$ cat src/rtl/uart_rx_fifo_if.sv
// Handshake bundle between the Uart receive port, the rx FIFO and its consumer.
// The FIFO is the slave; whoever drives the Uart side and the consumer pop is the master.
interface uart_rx_fifo_if #(
  parameter int DATA_WIDTH = 8,
  parameter int DEPTH_LOG2 = 4
);
  logic [DATA_WIDTH-1:0] uart_data_i;
  logic                  uart_ready_i;
  logic                  uart_ack_o;
  logic [DATA_WIDTH-1:0] data_o;
  logic                  valid_o;
  logic                  ready_i;
  logic [DEPTH_LOG2:0]   count_o;
  logic                  full_o;
  logic                  overrun_o;
  logic                  clear_overrun_i;

  modport slave (
    input  uart_data_i, uart_ready_i, ready_i, clear_overrun_i,
    output uart_ack_o, data_o, valid_o, count_o, full_o, overrun_o
  );

  modport master (
    output uart_data_i, uart_ready_i, ready_i, clear_overrun_i,
    input  uart_ack_o, data_o, valid_o, count_o, full_o, overrun_o
  );
endinterface

$ cat src/rtl/uart_rx_fifo.sv
// Drains bytes from the Uart read port into a circular FIFO and presents them
// show-ahead to a consumer; bytes arriving while full are acked, dropped and flagged.
module uart_rx_fifo #(
  parameter int DATA_WIDTH = 8,
  parameter int DEPTH_LOG2 = 4
) (
  input  logic             clock_i,
  input  logic             reset_i,
  uart_rx_fifo_if.slave    bus
);
  localparam int DEPTH = 1 << DEPTH_LOG2;
  localparam int CNT_W = DEPTH_LOG2 + 1;

  typedef enum logic [1:0] {IDLE, ACK, WAIT_LOW} cap_state_e;

  cap_state_e state_q, state_d;

  logic [DATA_WIDTH-1:0] mem_q [DEPTH];
  logic [DEPTH_LOG2-1:0] wr_ptr_q, wr_ptr_d;
  logic [DEPTH_LOG2-1:0] rd_ptr_q, rd_ptr_d;
  logic [CNT_W-1:0]      count_q, count_d;
  logic                  valid_q, valid_d;
  logic                  full_q, full_d;
  logic                  overrun_q, overrun_d;
  logic [DATA_WIDTH-1:0] data_q, data_d;

  logic capture, uart_ack, pop, wr_en, drop;

  // Capture FSM: one push per Uart byte, however long read_ready stays high.
  always_comb begin
    state_d  = state_q;
    capture  = 1'b0;
    uart_ack = 1'b0;
    case (state_q)
      IDLE: begin
        if (bus.uart_ready_i) begin
          capture = 1'b1;
          state_d = ACK;
        end
      end
      ACK: begin
        uart_ack = 1'b1;
        state_d  = WAIT_LOW;
      end
      WAIT_LOW: begin
        if (!bus.uart_ready_i) state_d = IDLE;
      end
      default: state_d = IDLE;
    endcase
  end

  always_comb begin
    pop       = valid_q && bus.ready_i;
    wr_en     = capture && (!full_q || pop);
    drop      = capture && full_q && !pop;
    wr_ptr_d  = wr_en ? wr_ptr_q + DEPTH_LOG2'(1) : wr_ptr_q;
    rd_ptr_d  = pop   ? rd_ptr_q + DEPTH_LOG2'(1) : rd_ptr_q;
    case ({wr_en, pop})
      2'b10:   count_d = count_q + CNT_W'(1);
      2'b01:   count_d = count_q - CNT_W'(1);
      default: count_d = count_q;
    endcase
    valid_d   = (count_d != '0);
    full_d    = (count_d == CNT_W'(DEPTH));
    // The head register loads the post-edge head; when that slot is being
    // written this same edge, the incoming byte is what will live there.
    if (wr_en && (wr_ptr_q == rd_ptr_d)) data_d = bus.uart_data_i;
    else                                 data_d = mem_q[rd_ptr_d];
    // A drop in the same cycle as a clear keeps the flag set.
    if (drop)                     overrun_d = 1'b1;
    else if (bus.clear_overrun_i) overrun_d = 1'b0;
    else                          overrun_d = overrun_q;
  end

  always_ff @(posedge clock_i or posedge reset_i) begin
    if (reset_i) begin
      state_q   <= IDLE;
      wr_ptr_q  <= '0;
      rd_ptr_q  <= '0;
      count_q   <= '0;
      valid_q   <= 1'b0;
      full_q    <= 1'b0;
      overrun_q <= 1'b0;
      data_q    <= '0;
    end else begin
      state_q   <= state_d;
      wr_ptr_q  <= wr_ptr_d;
      rd_ptr_q  <= rd_ptr_d;
      count_q   <= count_d;
      valid_q   <= valid_d;
      full_q    <= full_d;
      overrun_q <= overrun_d;
      data_q    <= data_d;
    end
  end

  // Storage is deliberately left out of reset; occupancy lives in count_q.
  always_ff @(posedge clock_i) begin
    if (wr_en) mem_q[wr_ptr_q] <= bus.uart_data_i;
  end

  assign bus.uart_ack_o = uart_ack;
  assign bus.data_o     = data_q;
  assign bus.valid_o    = valid_q;
  assign bus.count_o    = count_q;
  assign bus.full_o     = full_q;
  assign bus.overrun_o  = overrun_q;
endmodule

$ cat src/flat_wrapper.sv
// flat-port wrapper written by rule: the top's interface ports become plain ports
module uart_rx_fifo_flat 
#(
  parameter int DATA_WIDTH = 8,
  parameter int DEPTH_LOG2 = 4
)
  (clock_i, reset_i, bus_uart_data_i, bus_uart_ready_i, bus_ready_i, bus_clear_overrun_i, bus_uart_ack_o, bus_data_o, bus_valid_o, bus_count_o, bus_full_o, bus_overrun_o);
  uart_rx_fifo_if #(.DATA_WIDTH(DATA_WIDTH), .DEPTH_LOG2(DEPTH_LOG2)) bus_i ();
  input  logic clock_i;
  input  logic reset_i;
  input wire logic [$bits(bus_i.uart_data_i)-1:0] bus_uart_data_i;
  input wire logic [$bits(bus_i.uart_ready_i)-1:0] bus_uart_ready_i;
  input wire logic [$bits(bus_i.ready_i)-1:0] bus_ready_i;
  input wire logic [$bits(bus_i.clear_overrun_i)-1:0] bus_clear_overrun_i;
  output wire logic [$bits(bus_i.uart_ack_o)-1:0] bus_uart_ack_o;
  output wire logic [$bits(bus_i.data_o)-1:0] bus_data_o;
  output wire logic [$bits(bus_i.valid_o)-1:0] bus_valid_o;
  output wire logic [$bits(bus_i.count_o)-1:0] bus_count_o;
  output wire logic [$bits(bus_i.full_o)-1:0] bus_full_o;
  output wire logic [$bits(bus_i.overrun_o)-1:0] bus_overrun_o;
  assign bus_i.uart_data_i = bus_uart_data_i;
  assign bus_i.uart_ready_i = bus_uart_ready_i;
  assign bus_i.ready_i = bus_ready_i;
  assign bus_i.clear_overrun_i = bus_clear_overrun_i;
  assign bus_uart_ack_o = bus_i.uart_ack_o;
  assign bus_data_o = bus_i.data_o;
  assign bus_valid_o = bus_i.valid_o;
  assign bus_count_o = bus_i.count_o;
  assign bus_full_o = bus_i.full_o;
  assign bus_overrun_o = bus_i.overrun_o;
  uart_rx_fifo #(.DATA_WIDTH(DATA_WIDTH), .DEPTH_LOG2(DEPTH_LOG2)) u_core (.clock_i(clock_i), .reset_i(reset_i), .bus(bus_i));
endmodule
$ cat config.mk
export PLATFORM = sky130hd
export DESIGN_NAME = uart_rx_fifo_flat
export DESIGN_NICKNAME = d
export VERILOG_FILES = /design/src/rtl/uart_rx_fifo_if.sv /design/src/rtl/uart_rx_fifo.sv /design/src/flat_wrapper.sv
export SDC_FILE = /design/constraint.sdc
export NUM_CORES = 1
export LEC_CHECK = 0
export CAP_MARGIN = 20
export CORE_ASPECT_RATIO = 1.25
export CORE_UTILIZATION = 55
export CTS_BUF_LIST = sky130_fd_sc_hd__clkbuf_16
export DETAILED_ROUTE_END_ITERATION = 10
export PLACE_DENSITY = 0.71
export RECOVER_POWER = 25
export SYNTH_ARGS = -nofsm -noshare
export SYNTH_HDL_FRONTEND = slang
export SYNTH_SLANG_ARGS = --single-unit
$ cat constraint.sdc
create_clock -name clock_i -period 7.15 [get_ports clock_i]
set_clock_uncertainty 0.1 [all_clocks]
set_input_delay 1.0725 -clock clock_i [delete_from_list [all_inputs] [get_ports clock_i]]
set_output_delay 1.0725 -clock clock_i [all_outputs]
set_load 0.005 [all_outputs]
==> insert_results.sql, run 1 <==
INSERT INTO impl_metrics (metric_group, metric, value, unit) VALUES
('run_status', 'result_of_the_run', 'finished clean', ''),
('critical_path', 'cp_cell_sequence', 'clkdlybuf4s50_1 -> nand2_1 -> a21oi_2 -> inv_1 -> ha_1 -> xor2_1 -> ha_1 -> o21ai_0 -> a21boi_1 -> a311o_1 -> nand3_1 -> xor2_1 -> nand4b_1', ''),
('final_layout', 'finish.cell_count_without_fillers', '771', ''),
('grt', 'antenna_found_initial', '0', ''),
('synthesis', 'asyncSetResetFlopFracSynth', '16.9', '%'),
('final_layout', 'insertedDiodeCount', '0', ''),
('clock_network', 'cts_buffers', '17', ''),
('synthesis', 'synthDominantCellAreaShare', '54.8', '%'),
('detailed_routing', 'totalWireLength', '17500', 'µm'),
('critical_path', 'timing.critical_path.arrival', '4.43', 'ns'),
('clock_network', 'postCtsSetupBuffers', '0', ''),
('die', 'floorplan.core_area', '0.0123', 'mm²'),
('sta', 'hold_slack', '0.435', 'ns'),
('sta', 'post-route-period-util', '59.3', '%'),
('sta', 'fin_setup_tns', '0', 'ns'),
('place', 'port_buffers', '29', ''),
('synthesis', 'synth_sequential_area_ratio', '64.0', '%'),
('critical_path', 'crit_path_top_delay_cell', 'sky130_fd_sc_hd__clkdlybuf4s50_1', ''),
('sta', 'slew-limit-headroom', '12.6', '%'),
('sta', 'clock.fmax', '236', 'MHz'),
('detailed_routing', 'vias_after_detailed_routing', '5071', ''),
('detailed_routing', 'drt_drc_violations_left', '0', ''),
('synthesis', 'count_of_flip_flops_with_a_built_in_enable_after_synthesis', '128', ''),
('final_layout', 'area_growth_syn_to_layout', '13.1', '%'),
('clock_network', 'cts-htree-levels', '4', ''),
('synthesis', 'ys_types', '48', ''),
('grt', 'grt_util_all_layers', '28.5', '%'),
('critical_path', 'timing.critical_path.slowest_cell_delay', '0.75', 'ns'),
('sta', 'layout_setup_ws', '2.91', 'ns'),
('critical_path', 'timing.critical_path.from_type', 'primary input', ''),
('worst_hold_path', 'min_path_type', 'reg2reg', ''),
('clock_network', 'clkSinkCount', '154', ''),
('critical_path', 'end_kind', 'flip-flop', ''),
('detailed_routing', 'wl_per_cell', '22.7', 'µm'),
('grt', 'global_route_wire_length_before_repair', '27000', 'µm'),
('synthesis', 'synthesis.area', '0.00702', 'mm²'),
('place', 'detailedPlacementHpwl', '10500', 'µm'),
('synthesis', 'synth_nets', '605', ''),
('detailed_routing', 'highest-signal-layer', 'met4', ''),
('synthesis', 'netlist.top_cell.by_area', 'sky130_fd_sc_hd__edfxtp_1', ''),
('detailed_routing', 'detail_route.first_pass.iterations', '5', ''),
('detailed_routing', 'routed_via_density', '6.58', ''),
('job', 'cap_violations', '0', ''),
('clock_network', 'post_cts_resize_count', '0', ''),
('grt', 'largest_net_degree_at_the_start_of_global_routing', '66', ''),
('critical_path', 'crit_type', 'in2reg', ''),
('pwr', 'peakVddDrop', '283', 'µV'),
('die', 'boundaryPins', '30', ''),
('sta', 'finalMaxSlewViolations', '0', ''),
('critical_path', 'critical_path.n_buffers_inverters', '2', ''),
('pwr', 'powerDensity', '448', 'mW/mm²'),
('pwr', 'p_leak', '2.69', 'nW'),
('final_layout', 'design.final.nets', '617', ''),
('final_layout', 'final_layout_size_suffix_gt1_share', '8.40', '%'),
('clock_network', 'clock_insertion_delay_worst_skew', '0.42', 'ns'),
('die', 'die-area', '0.0132', 'mm²'),
('synthesis', 'syn_avg_cell_area', '12.0', 'µm²'),
('detailed_routing', 'met2RoutedLength', '8610', 'µm'),
('grt', 'grt_overflow_total', '0', ''),
('detailed_routing', 'met3_length', '1310', 'µm'),
('clock_network', 'clk_pin_slew', '0.06', 'ns'),
('final_layout', 'fillerInstances', '981', ''),
('critical_path', 'critical_path_fanouts_max', '12', ''),
('place', 'preCtsSetupSlack', '2.49', 'ns'),
('clock_network', 'cts_buffer_depth', '2', ''),
('final_layout', 'fin_util', '64.7', '%'),
('die', 'die-height', '128', 'µm'),
('place', 'post-place-cells', '737', ''),
('sta', 'finalHoldViolations', '0', ''),
('clock_network', 'cts_root_buf', 'sky130_fd_sc_hd__clkbuf_16', ''),
('sta', 'setup_repair_after_global_routing_missed_its_margin', 'no', '');
layout make-up:
class | count | area [µm²] | area share (%)
flip-flops and latches | 154 | 4490 | 56.6
clock inverters | 14 | 165 | 2.08
repair buffers | 40 | 365 | 4.60
clock buffers | 17 | 425 | 5.36
multi-input cells | 367 | 2210 | 27.9
well taps | 164 | 205 | 2.59
inverters | 15 | 68.8 | 0.867
final timing paths:
kind,startpoint,cells past startpoint,end,slack (ns)
worst min register to register,u_core.bus.overrun_o,2,u_core.bus.overrun_o,0.43
worst min-delay path,u_core.bus.overrun_o,2,u_core.bus.overrun_o,0.43
worst max-delay path,bus_ready_i,13,u_core.bus.valid_o,2.91
max in group asynchronous,reset_i,3,u_core.rd_ptr_q[0],4.61
worst max register to register,u_core.bus.valid_o,12,u_core.bus.valid_o,3.66
min in group asynchronous,reset_i,2,u_core.state_q[0],0.88
worst reg2reg max path, stage by stage (launching register included):
cell	delay, ns
sky130_fd_sc_hd__dfrtp_1	0.64
sky130_fd_sc_hd__nand2_1	0.24
sky130_fd_sc_hd__a21oi_2	0.47
sky130_fd_sc_hd__inv_1	0.13
sky130_fd_sc_hd__ha_1	0.31
sky130_fd_sc_hd__xor2_1	0.18
sky130_fd_sc_hd__ha_1	0.22
sky130_fd_sc_hd__o21ai_0	0.16
sky130_fd_sc_hd__a21boi_1	0.10
sky130_fd_sc_hd__a311o_1	0.35
sky130_fd_sc_hd__nand3_1	0.10
sky130_fd_sc_hd__xor2_1	0.23
sky130_fd_sc_hd__nand4b_1	0.13
metal layers:
layer  vias to the layer above  global-route usage (%)
met5                         -                       0
met4                         0                    13.8
met3                        49                    5.78
met2                       265                    44.9
met1                      2499                    37.8
li1                       2258                       -
sequential cells by signal, summed over array words and instances (netlist names):
register	count
u_core.bus.overrun_o	1
u_core.mem_q	128
u_core.bus.count_o	5
u_core.bus.full_o	1
u_core.state_q	2
u_core.bus.valid_o	1
u_core.bus.data_o	8
u_core.rd_ptr_q	4
u_core.wr_ptr_q	4
cell families (layout without fill, tap and decap cells):
kind of cell	after synthesis	in the layout	share of synthesized area [%]
AO/OA/AOI/OAI	150	150	13.8
XOR/XNOR	13	13	1.62
adder cells (fa/ha/maj)	9	9	1.60
buffers and inverters	62	86	4.60
flip-flops	154	154	64.0
multiplexers	1	1	0.143
AND/OR/NAND/NOR	194	194	14.2
where the power goes:
| part | total, mW | switching, mW | internal (mW) | leakage, nW |
|---|---|---|---|---|
| clock network | 0.909 | 0.337 | 0.572 | 0.302 |
| registers | 1.21 | 0.110 | 1.10 | 1.46 |
| logic | 1.43 | 0.907 | 0.527 | 0.924 |
| total | 3.55 | 1.35 | 2.20 | 2.69 |
through the flow:
stage / total power, mW / instance area [µm²]
final: 3.55 / 7940
after global routing: 3.73 / 7940
after CTS: 3.54 / 7920
after detailed placement: 2.63 / 7330
after global placement: 2.57 / 7320
after floorplan: 2.21 / 7020
cell usage after synthesis (8+ instances only):
master                     number
sky130_fd_sc_hd__a32oi_1        8
sky130_fd_sc_hd__clkbuf_1      22
sky130_fd_sc_hd__xnor2_1        8
sky130_fd_sc_hd__dfrtp_1       26
sky130_fd_sc_hd__ha_1           9
sky130_fd_sc_hd__o22ai_1       33
sky130_fd_sc_hd__nand3b_1      12
sky130_fd_sc_hd__nand2_1       31
sky130_fd_sc_hd__edfxtp_1     128
sky130_fd_sc_hd__buf_2         15
sky130_fd_sc_hd__o21ai_0       37
sky130_fd_sc_hd__inv_1         14
sky130_fd_sc_hd__nand4_1       17
sky130_fd_sc_hd__nand3_1       59
sky130_fd_sc_hd__o311a_1        8
sky130_fd_sc_hd__o211ai_1       8
sky130_fd_sc_hd__nor3_1        37
sky130_fd_sc_hd__a21oi_1       41
sky130_fd_sc_hd__nor2_1        22
Note: power is estimated with default switching activity, not from simulation.
==> run 2, diff against run 1 <==
Clock period 7.15 ns to 4.4 ns, I/O delays scaled along.
==> run 2 against run 1 <==
Die area unchanged. Register-to-register slack lost 2.6 ns. Worst setup slack worse by 2.1 ns. Critical path depth unchanged.
==> insert_results.sql, run 2 (synthesized netlist as in run 1, its figures left out) <==
INSERT INTO impl_metrics (metric_group, metric, value, unit) VALUES
('run_status', 'result_of_the_run', 'finished clean', ''),
('final_layout', 'fin_util', '65.2', '%'),
('sta', 'hold_slack', '0.432', 'ns'),
('place', 'port_buffers', '29', ''),
('sta', 'tightest_slew', '1.27', 'ns'),
('die', 'die-height', '128', 'µm'),
('final_layout', 'insertedDiodeCount', '0', ''),
('pwr', 'powerDensity', '720', 'mW/mm²'),
('clock_network', 'clkSinkCount', '154', ''),
('final_layout', 'fillerInstances', '973', ''),
('die', 'num_rows', '45', ''),
('sta', 'post-route-period-util', '82.1', '%'),
('final_layout', 'finish.cell_count_without_fillers', '780', ''),
('sta', 'finalHoldViolations', '0', ''),
('critical_path', 'critical_path_required', '4.58', 'ns'),
('pwr', 'p_leak', '2.72', 'nW'),
('critical_path', 'timing.critical_path.from_type', 'primary input', ''),
('critical_path', 'r2r_end', 'u_core.bus.full_o', ''),
('clock_network', 'cts-htree-levels', '4', ''),
('final_layout', 'final_layout_size_suffix_gt1_share', '10.2', '%'),
('final_layout', 'design.final.nets', '625', ''),
('detailed_routing', 'vias_after_detailed_routing', '5074', ''),
('clock_network', 'clock_insertion_delay_worst_skew', '0.42', 'ns'),
('clock_network', 'cts_root_buf', 'sky130_fd_sc_hd__clkbuf_16', ''),
('critical_path', 'rrSetupSlack', '1.08', 'ns'),
('place', 'gp_congestion', '0.878', ''),
('final_layout', 'layout.cells.most_common_list', 'sky130_fd_sc_hd__edfxtp_1, sky130_fd_sc_hd__nand3_1, sky130_fd_sc_hd__a21oi_1', ''),
('detailed_routing', 'ant_nets', '0', ''),
('final_layout', 'top_register', 'u_core.mem_q', ''),
('die', 'boundaryPins', '30', ''),
('critical_path', 'setup.worst_path.end', 'u_core.bus.full_o', ''),
('critical_path', 'r2r-start', 'u_core.bus.valid_o', ''),
('sta', 'finalMaxSlewViolations', '0', ''),
('critical_path', 'timing.critical_path.arrival', '3.79', 'ns'),
('sta', 'setup_repair_after_global_routing_missed_its_margin', 'no', ''),
('clock_network', 'ctsHoldBuffers', '0', ''),
('die', 'start_util', '57.2', '%'),
('pwr', 'peakVddDrop', '413', 'µV'),
('sta', 'timing.final.setup_violations', '0', ''),
('grt', 'grt_overflow_total', '0', ''),
('final_layout', 'area_growth_syn_to_layout', '14.0', '%'),
('place', 'post-place-cells', '747', ''),
('detailed_routing', 'wl_per_cell', '22.6', 'µm'),
('job', 'cap_violations', '0', ''),
('grt', 'vias_in_the_first_global_route', '4930', ''),
('grt', 'grt_util_all_layers', '28.9', '%'),
('detailed_routing', 'detail_route.first_pass.iterations', '5', ''),
('detailed_routing', 'totalWireLength', '17600', 'µm'),
('die', 'die-area', '0.0132', 'mm²'),
('sta', 'slew-limit-headroom', '15.7', '%'),
('detailed_routing', 'drt_drc_violations_left', '0', ''),
('die', 'die_width', '103', 'µm'),
('clock_network', 'postCtsSetupBuffers', '0', ''),
('clock_network', 'tritoncts_clock_tree', 'done', ''),
('place', 'detailedPlacementHpwl', '10700', 'µm'),
('clock_network', 'cts_buffer_depth', '2', ''),
('detailed_routing', 'routed_via_density', '6.51', ''),
('detailed_routing', 'drt_first_iter_violations', '414', ''),
('clock_network', 'clk_pin_slew', '0.06', 'ns'),
('critical_path', 'critical_path_fanouts_max', '8', ''),
('critical_path', 'crit_start', 'bus_uart_ready_i', ''),
('sta', 'clock.fmax', '277', 'MHz'),
('sta', 'final.min_clock_period', '3.61', 'ns'),
('grt', 'antenna_found_initial', '0', ''),
('critical_path', 'end_kind', 'flip-flop', ''),
('die', 'floorplan.core_area', '0.0123', 'mm²'),
('worst_hold_path', 'min_path_type', 'reg2reg', ''),
('final_layout', 'layout.cells.most_common', 'sky130_fd_sc_hd__edfxtp_1', ''),
('clock_network', 'post_cts_resize_count', '0', ''),
('clock_network', 'cts_buffers', '17', ''),
('sta', 'fin_setup_tns', '0', 'ns'),
('critical_path', 'crit_type', 'in2reg', ''),
('critical_path', 'reg2regPathDepth', '12', ''),
('grt', 'global_route_wire_length_before_repair', '27300', 'µm'),
('grt', 'largest_net_degree_at_the_start_of_global_routing', '66', ''),
('final_layout', 'largest_register_ffs', '128', '');
-- run 2: cell type report --
cell class | count | area, µm² | area share (%)
inverters | 15 | 68.8 | 0.860
well taps | 164 | 205 | 2.57
repair buffers | 48 | 442 | 5.52
clock inverters | 15 | 150 | 1.88
clock buffers | 17 | 425 | 5.32
flip-flops and latches | 154 | 4490 | 56.2
multi-input cells | 367 | 2210 | 27.7
-- run 2: metal layers --
| metal | global-route usage [%] | part of all wire (%) | vias up |
|---|---|---|---|
| li1 | - | - | 2282 |
| met5 | 0 | 0 | - |
| met1 | 37.1 | 39 | 2518 |
| met3 | 5.34 | 6.8 | 46 |
| met4 | 13.0 | 3.4 | 0 |
| met2 | 47.6 | 50 | 228 |
-- run 2: how the worst min path moves through the flow --
stage / start / end / slack [ns] / cells after the start
6_report: u_core.bus.overrun_o / u_core.bus.overrun_o / 0.43 / 2
5_1_grt: u_core.bus.overrun_o / u_core.bus.overrun_o / 0.44 / 2
4_1_cts: u_core.bus.overrun_o / u_core.bus.overrun_o / 0.44 / 2
3_5_place_dp: u_core.bus.overrun_o / u_core.bus.overrun_o / 0.43 / 2
3_3_place_gp: u_core.state_q[1] / u_core.state_q[1] / 0.42 / 2
2_1_floorplan: u_core.state_q[1] / u_core.state_q[1] / 0.40 / 2
-- run 2: metrics by stage --
stage | worst slack (ns) | instance area (µm²) | power [mW]
2_1_floorplan | 1.04 | 7020 | 3.59
3_3_place_gp | 0.726 | 7420 | 4.25
3_5_place_dp | 0.603 | 7420 | 4.31
4_1_cts | 0.934 | 8000 | 5.74
5_1_grt | 0.510 | 8000 | 6.07
6_report | 0.788 | 8000 | 5.76
-- run 2: worst max-delay path, stage by stage --
cell and delay, ns:
sky130_fd_sc_hd__dlygate4sd3_1 0.55, sky130_fd_sc_hd__or3b_1 0.41, sky130_fd_sc_hd__a21oi_2 0.15, sky130_fd_sc_hd__inv_1 0.07
sky130_fd_sc_hd__ha_1 0.28, sky130_fd_sc_hd__xor2_1 0.18, sky130_fd_sc_hd__ha_1 0.22, sky130_fd_sc_hd__o21ai_0 0.19
sky130_fd_sc_hd__a21boi_1 0.11, sky130_fd_sc_hd__a311o_1 0.35, sky130_fd_sc_hd__nand3_1 0.11, sky130_fd_sc_hd__xor2_1 0.10
sky130_fd_sc_hd__nor4_1 0.40
-- run 2: power by group --
part	total [mW]	switching [mW]	internal (mW)
combinational	2.37	1.48	0.898
sequential	1.96	0.176	1.79
clock	1.42	0.587	0.836
==> run 3, diff against run 2 <==
Clock period 4.4 ns to 3.5 ns, I/O delays scaled along.
==> run 3 against run 2 <==
Cell count is 2.2% higher. Clock power is 32% higher. Worst setup slack worse by 0.47 ns. Highest routed layer unchanged. Combinational power is 28% higher. Critical endpoint unchanged. Via count is 0.79% higher. Cell area is 1.9% higher. Core utilization is 1.3 points higher. Hold slack worse by 0.088 ns. Sequential cell count stayed put. Clock-buffer cell count stayed put. Routed wire length is 1.3% higher. Non-clock buffer count is 17 higher.
==> insert_results.sql, run 3 (synthesized netlist as in run 1, its figures left out) <==
INSERT INTO impl_metrics (metric_group, metric, value, unit) VALUES
('place', 'preCtsSetupSlack', '-0.0104', 'ns'),
('sta', 'finalHoldViolations', '0', ''),
('pwr', 'combinationalPowerShare', '41.2', '%'),
('die', 'start_util', '57.2', '%'),
('final_layout', 'finish.cell_count_without_fillers', '797', ''),
('sta', 'tightest_slew', '1.21', 'ns'),
('detailed_routing', 'totalWireLength', '17800', 'µm'),
('die', 'die-area', '0.0132', 'mm²'),
('sta', 'layout_setup_ws', '0.319', 'ns'),
('sta', 'final.min_clock_period', '3.18', 'ns'),
('detailed_routing', 'vias_after_detailed_routing', '5114', ''),
('clock_network', 'ctsHoldBuffers', '0', ''),
('detailed_routing', 'drt_first_iter_violations', '657', ''),
('final_layout', 'sequential_cell_area_in_the_final_layout', '0.00449', 'mm²'),
('pwr', 'total_power', '7.38', 'mW'),
('pwr', 'p_leak', '2.81', 'nW'),
('pwr', 'power.net_switching', '2.84', 'mW'),
('final_layout', 'top_register', 'u_core.mem_q', ''),
('die', 'boundaryPins', '30', ''),
('final_layout', 'largest_register_ffs', '128', ''),
('place', 'postPlaceCellArea', '0.00756', 'mm²'),
('clock_network', 'clkSinkCount', '154', ''),
('pwr', 'power.share.clock', '25.3', '%'),
('run_status', 'result_of_the_run', 'finished clean', ''),
('detailed_routing', 'drt_drc_violations_left', '0', ''),
('pwr', 'cellInternalPower', '4.55', 'mW'),
('grt', 'largest_net_degree_at_the_start_of_global_routing', '65', ''),
('place', 'gp_congestion', '0.838', ''),
('place', 'port_buffers', '29', ''),
('clock_network', 'post_cts_resize_count', '0', ''),
('critical_path', 'timing.critical_path.from_type', 'primary input', ''),
('pwr', 'peakVddDrop', '433', 'µV'),
('critical_path', 'timing.critical_path.arrival', '3.39', 'ns'),
('grt', 'antenna_found_initial', '0', ''),
('critical_path', 'crit_type', 'in2reg', ''),
('final_layout', 'layout.cells.most_common', 'sky130_fd_sc_hd__edfxtp_1', ''),
('die', 'num_rows', '45', ''),
('final_layout', 'fin_util', '66.4', '%'),
('sta', 'timing.final.setup_violations', '0', ''),
('clock_network', 'cts-htree-levels', '4', ''),
('clock_network', 'cts_buffer_depth', '2', ''),
('final_layout', 'layout.cells.most_common_list', 'sky130_fd_sc_hd__edfxtp_1, sky130_fd_sc_hd__nand3_1, sky130_fd_sc_hd__a21oi_1', ''),
('clock_network', 'clock_insertion_delay_worst_skew', '0.42', 'ns'),
('final_layout', 'design.final.nets', '642', ''),
('grt', 'grt_overflow_total', '0', ''),
('final_layout', 'insertedDiodeCount', '0', ''),
('die', 'die_width', '103', 'µm'),
('critical_path', 'rrSetupSlack', '0.54', 'ns'),
('place', 'detailedPlacementHpwl', '11000', 'µm'),
('die', 'die-height', '128', 'µm'),
('clock_network', 'cts_root_buf', 'sky130_fd_sc_hd__clkbuf_16', ''),
('final_layout', 'area_growth_syn_to_layout', '16.2', '%'),
('sta', 'finalMaxSlewViolations', '0', ''),
('final_layout', 'layout.cell_area.non_filler', '0.00815', 'mm²'),
('detailed_routing', 'routed_via_density', '6.42', ''),
('grt', 'grt_util_all_layers', '28.4', '%'),
('clock_network', 'clk_pin_slew', '0.06', 'ns'),
('sta', 'post-route-period-util', '90.9', '%'),
('final_layout', 'multi_input_comb_area', '0.00221', 'mm²'),
('pwr', 'switching_share', '38.4', '%'),
('final_layout', 'final_layout_size_suffix_gt1_share', '12.2', '%'),
('critical_path', 'end_kind', 'flip-flop', ''),
('sta', 'setup_repair_after_global_routing_missed_its_margin', 'no', ''),
('critical_path', 'critical_path_required', '3.71', 'ns'),
('job', 'cap_violations', '0', ''),
('detailed_routing', 'detail_route.first_pass.iterations', '5', ''),
('final_layout', 'fillerInstances', '933', ''),
('detailed_routing', 'ant_nets', '0', ''),
('clock_network', 'tritoncts_clock_tree', 'done', ''),
('sta', 'clock.fmax', '314', 'MHz'),
('worst_hold_path', 'min_path_type', 'in2async', ''),
('critical_path', 'critical_path_fanouts_max', '4', ''),
('clock_network', 'postCtsSetupBuffers', '0', ''),
('sta', 'slew-limit-headroom', '19.4', '%'),
('clock_network', 'cts_buffers', '17', ''),
('grt', 'vias_in_the_first_global_route', '4995', ''),
('place', 'post-place-cells', '764', ''),
('grt', 'global_route_wire_length_before_repair', '27100', 'µm'),
('pwr', 'seq_power_share', '33.5', '%'),
('pwr', 'powerDensity', '906', 'mW/mm²'),
('detailed_routing', 'wl_per_cell', '22.4', 'µm'),
('die', 'floorplan.core_area', '0.0123', 'mm²');
-- run 3: metrics by stage --
step           hold slack, ns  setup TNS [ns]
2_1_floorplan           0.399               0
3_3_place_gp            0.417               0
3_5_place_dp            0.443         -0.0104
4_1_cts                 0.459               0
5_1_grt                 0.352               0
6_report                0.344               0
-- run 3: final timing paths --
check                           depth (start not counted)              endpoint                from
worst min-delay path                                    2  u_core.bus.data_o[2]             reset_i
worst max register to register                         12     u_core.bus.full_o  u_core.bus.valid_o
max in group asynchronous                               3    u_core.rd_ptr_q[1]             reset_i
min in group clock_i                                    2     u_core.state_q[1]   u_core.state_q[1]
worst min register to register                          2     u_core.state_q[1]   u_core.state_q[1]
worst max-delay path                                   13     u_core.bus.full_o    bus_uart_ready_i
-- run 3: critical path, cell delays in order --
cell and delay, ns:
sky130_fd_sc_hd__dlygate4sd3_1 0.56, sky130_fd_sc_hd__or3b_1 0.39, sky130_fd_sc_hd__a21oi_2 0.14, sky130_fd_sc_hd__inv_1 0.07, sky130_fd_sc_hd__ha_1 0.24, sky130_fd_sc_hd__xor2_1 0.16
sky130_fd_sc_hd__ha_1 0.21, sky130_fd_sc_hd__o21ai_0 0.15, sky130_fd_sc_hd__a21boi_1 0.10, sky130_fd_sc_hd__a311o_1 0.35, sky130_fd_sc_hd__nand3_1 0.10, sky130_fd_sc_hd__xor2_1 0.10
sky130_fd_sc_hd__nor4_1 0.29
-- run 3: layer usage --
layer,share of wire (%),GRT usage [%]
met1,38,36.4
met2,50,45.1
met3,8.0,6.22
met4,4.1,15.0
met5,0,0
-- run 3: power groups by stage --
stage | clock network [mW] | registers [mW] | logic, mW
floorplan | 0 | 2.41 | 2.10
finish | 1.87 | 2.47 | 3.04
detailed placement | 0 | 2.50 | 2.99
global placement | 0 | 2.48 | 2.91
CTS | 1.88 | 2.47 | 3.02
global route | 1.96 | 2.50 | 3.29
-- run 3: cell type report --
type                       instances  share of cell area, %
clock buffer                      17                   5.22
clock inverter                    15                   2.16
inverter                          15                  0.844
multi-input combinational        367                   27.1
sequential                       154                   55.1
tap                              164                   2.52
timing repair buffer              65                   7.00
